## src/rtl/trojan_response_checker_golden_table.sv

```systemverilog
// rtl/trojan_response_checker_golden_table.sv - golden truth table, one write port, one registered read port
module golden_table #(
    parameter int N_IN  = 3,
    parameter int N_OUT = 1
) (
    input  logic             i_clk,
    input  logic             i_we,
    input  logic [N_IN-1:0]  i_waddr,
    input  logic [N_OUT-1:0] i_wdata,
    input  logic             i_re,
    input  logic [N_IN-1:0]  i_raddr,
    output logic [N_OUT-1:0] o_rdata
);

    logic [N_OUT-1:0] r_mem [2**N_IN];

    // Contents are deliberately left unreset; the read register only moves on an accepted record
    always_ff @(posedge i_clk) begin
        if (i_we) begin
            r_mem[i_waddr] <= i_wdata;
        end
        if (i_re) begin
            o_rdata <= r_mem[i_raddr];
        end
    end

endmodule

```

## config.mk

```make
export PLATFORM = sky130hd
export DESIGN_NAME = golden_table
export DESIGN_NICKNAME = d
export VERILOG_FILES = /design/src/rtl/trojan_response_checker_golden_table.sv
export SDC_FILE = /design/constraint.sdc
export NUM_CORES = 1
export LEC_CHECK = 0
export ABC_AREA = 1
export BUFFER_PORTS_ARGS = -buffer_cell sky130_fd_sc_hd__clkbuf_2
export CAP_MARGIN = 5
export CORE_AREA = 2 2 39 41
export CTS_CLUSTER_SIZE = 14
export DETAILED_ROUTE_END_ITERATION = 6
export DIE_AREA = 0 0 41 43
export GPL_ROUTABILITY_DRIVEN = 0
export GPL_TIMING_DRIVEN = 1
export PLACE_DENSITY = 0.54
export RECOVER_POWER = 25
export REMOVE_ABC_BUFFERS = 1
export SYNTH_ARGS = -nofsm -noshare
export SYNTH_HDL_FRONTEND = slang
export SYNTH_SLANG_ARGS = --single-unit
```

## constraint.sdc

```tcl
create_clock -name i_clk -period 1.2 [get_ports i_clk]
set_input_delay 0.12 -clock i_clk [delete_from_list [all_inputs] [get_ports i_clk]]
set_output_delay 0.12 -clock i_clk [all_outputs]
set_load 0.01 [all_outputs]
```

==> impl_summary.log <==
[metrics] number of distinct standard cells referenced by the synthesized netlist: 6
[metrics] starting utilization of the core area: between 30% and 40%
[metrics] MaxCap Viol Count: 0
[metrics] fraction of synthesized cell area taken by the top area cell type: 60.8%
[metrics] RSZ-0062 raised after global routing: no
[metrics] outcome: completed
[metrics] final hold viol count: 0
[metrics] horizontal extent of the die: 41 um
[metrics] global-route wire length before repair: 993 um
[metrics] cell at the root of the clock tree: sky130_fd_sc_hd__clkbuf_4
[metrics] total area of multi-input combinational cells: about 120 um2
[metrics] maximum clock frequency: 1070 MHz
[metrics] number of top-level pins: 11
[metrics] combined flip-flop and latch cell area: approximately 270 um2
[metrics] number of gates resized after CTS: 0
[metrics] sequential fraction of the synthesis area: between 60 and 70%
[metrics] clock input transition at the sequential cells of the worst setup and hold paths: 60 ps
[metrics] pin count of the biggest net entering global routing: 9
[metrics] all-layer global routing usage: slightly below 9%
[metrics] post-DR vias/cell: slightly above 4
[metrics] vias after detailed routing: 340
[metrics] Core Box Area: roughly 0.0014 mm2
[metrics] hold slack final: a little over 60 ps
[metrics] final setup violation count: 0
[metrics] Min-Delay Path Class: input port to register
[metrics] Clock Skew: between 5 and 6 ps
[metrics] Placed Cells incl. Taps: 80
[metrics] TritonCTS clock tree: done
[metrics] hpwl dp: 528 um
[metrics] R2R Setup Slk: 270 ps
[metrics] count of final max-slew check failures: 0
[metrics] number of port buffers: 10
[metrics] worst IR drop on VDD: approximately 0.48 mV
[metrics] final period utilization: between 70% and 80%
[metrics] library cell occupying the most area in the post-synthesis netlist: sky130_fd_sc_hd__edfxtp_1
[metrics] latest clock arrival within the worst-skew pair: 250 ps
[metrics] Pwr per Cell Area: 1200 mW/mm2
[metrics] static power due to leakage: 0.277 nW
[metrics] Remaining Overflow, GRT: 0
[metrics] total clock buffers created by CTS: 3
[metrics] endpoint kind of the worst setup timing path: register
[metrics] number of antenna cells inserted: 0
[metrics] final core utilization: between 30% and 40%
[metrics] maximum net fanout on the critical path: 1
[metrics] Die Outline Area: 0.00176 mm2
[metrics] post-synthesis instance total: 54
[metrics] nature of the critical path startpoint: register
[metrics] via count of the first global-routing pass: 292
[metrics] headroom to the max-slew limit: 81.9%
[metrics] signed area change from the synthesized netlist to the final layout: 21.4%
[metrics] routed len/inst: ~7.8 um
[metrics] number of clock sinks seen by CTS: 9
[metrics] vertical extent of the die: between 40 and 50 um
[metrics] post-detailed-routing wire length: around 660 um
[metrics] Routed Antenna Nets: 0
[metrics] post-route DRC violation count: 0
[metrics] initial antenna violation count: 0
[metrics] Data required, critical path: 1220 ps
[metrics] number of cells in the finished layout apart from fillers: 84
[metrics] Filler Cells Inserted: 146
[metrics] sum of negative setup slack: 0 ps
[metrics] clock period minus worst slack: 933 ps
[metrics] worst setup slack before clock tree synthesis: 268 ps
[metrics] # nets final: 79
[metrics] Placement Rows: 14
[metrics] H-tree depth: 1
[metrics] least setup slack across all paths after layout: 267 ps
[metrics] arrival time reported for the critical path endpoint: about 950 ps
[metrics] synthesis-stage register bit count: 9
[metrics] Setup Fix Bufs, Post-CTS: 0
[metrics] layout cells sized above 1: a little under a fifth
[metrics] slew at the pin closest to its max-slew limit: 271 ps
[metrics] number of search-and-repair iterations in the first detailed-routing pass: 4
[metrics] mean instance size in the synthesized netlist: 8.23 um2
[metrics] Yosys warning count: 0
[metrics] Worst Setup Path Type: register to register
[metrics] violation count after the first detailed-route iteration: 7
[metrics] CTS max path bufs: 2
[metrics] Netlist Area Pre-Place: approximately 440 um2
[metrics] Area contributors post-synth: sky130_fd_sc_hd__edfxtp_1, sky130_fd_sc_hd__nand2_1, sky130_fd_sc_hd__inv_1, sky130_fd_sc_hd__nor2_1, sky130_fd_sc_hd__nand3_1
[metrics] hold-fix buffer count after cts: 0
-- registers in the layout (all words and copies together), names as in the netlist --
signal / flops
o_rdata: 1
r_mem: 8
-- metrics by stage --
step | instance area [um2] | power [W]
after floorplan | 444 | 0.000402
after global placement | 514 | 0.000433
after detailed placement | 514 | 0.000432
after CTS | 541 | 0.000663
after global routing | 539 | 0.000689
final | 539 | 0.000648
-- critical path: stages, from the launching register on --
cell,delay [ps]
sky130_fd_sc_hd__edfxtp_1,370
sky130_fd_sc_hd__inv_1,60
sky130_fd_sc_hd__nand2_1,50
sky130_fd_sc_hd__nand3_1,60
sky130_fd_sc_hd__nand2_1,50
sky130_fd_sc_hd__nand2_1,50
sky130_fd_sc_hd__nand2_1,50
-- kinds of logic after synthesis --
logic type	Yosys count	share of synthesized area [%]
AND/OR/NAND/NOR	31	27.3
buffers and inverters	14	11.8
flip-flops	9	60.8
-- Yosys cell counts --
master / count
sky130_fd_sc_hd__nor2_1: 8
sky130_fd_sc_hd__inv_1: 13
sky130_fd_sc_hd__nand2_1: 19
sky130_fd_sc_hd__nand3_1: 4
sky130_fd_sc_hd__edfxtp_1: 9
sky130_fd_sc_hd__inv_2: 1
-- cells in the final DEF, fill, tap and decap left out --
master	instances
sky130_fd_sc_hd__nand2_1	19
sky130_fd_sc_hd__edfxtp_1	9
sky130_fd_sc_hd__inv_2	1
sky130_fd_sc_hd__clkbuf_4	3
sky130_fd_sc_hd__inv_1	13
sky130_fd_sc_hd__clkbuf_2	9
sky130_fd_sc_hd__clkbuf_1	2
sky130_fd_sc_hd__nand3_1	4
sky130_fd_sc_hd__nor2_1	8
-- per-layer routing --
metal	global-route usage (%)	wire length, um	share of wire, %
met1	8.11	303	46
met2	14.1	300	46
met3	1.57	33	5.0
met4	10.0	19	2.9
met5	0	0	0
-- area by class of cell --
type / count / area share (%)
Inverter: 14 / 9.74
Clock buffer: 4 / 4.87
Timing Repair Buffer: 10 / 9.05
Tap cell: 16 / 3.71
Sequential cell: 9 / 50.1
Multi-Input combinational cell: 31 / 22.5
-- where the power goes --
group / total, W / internal (W) / switching (W)
registers: 0.000362 / 0.000359 / 0.00000248
clock network: 0.000223 / 0.000127 / 0.0000957
logic: 0.0000630 / 0.0000253 / 0.0000377
total: 0.000648 / 0.000512 / 0.000136
-- path summary, 6_finish.rpt --
| check | startpoint | end | cells past startpoint |
|---|---|---|---|
| setup / recovery | r_mem[4] | o_rdata | 6 |
| hold / removal | i_re | o_rdata | 1 |
| setup reg to reg | r_mem[4] | o_rdata | 6 |
| hold reg to reg | r_mem[0] | o_rdata | 6 |
Power figures use the tool's default switching activity.
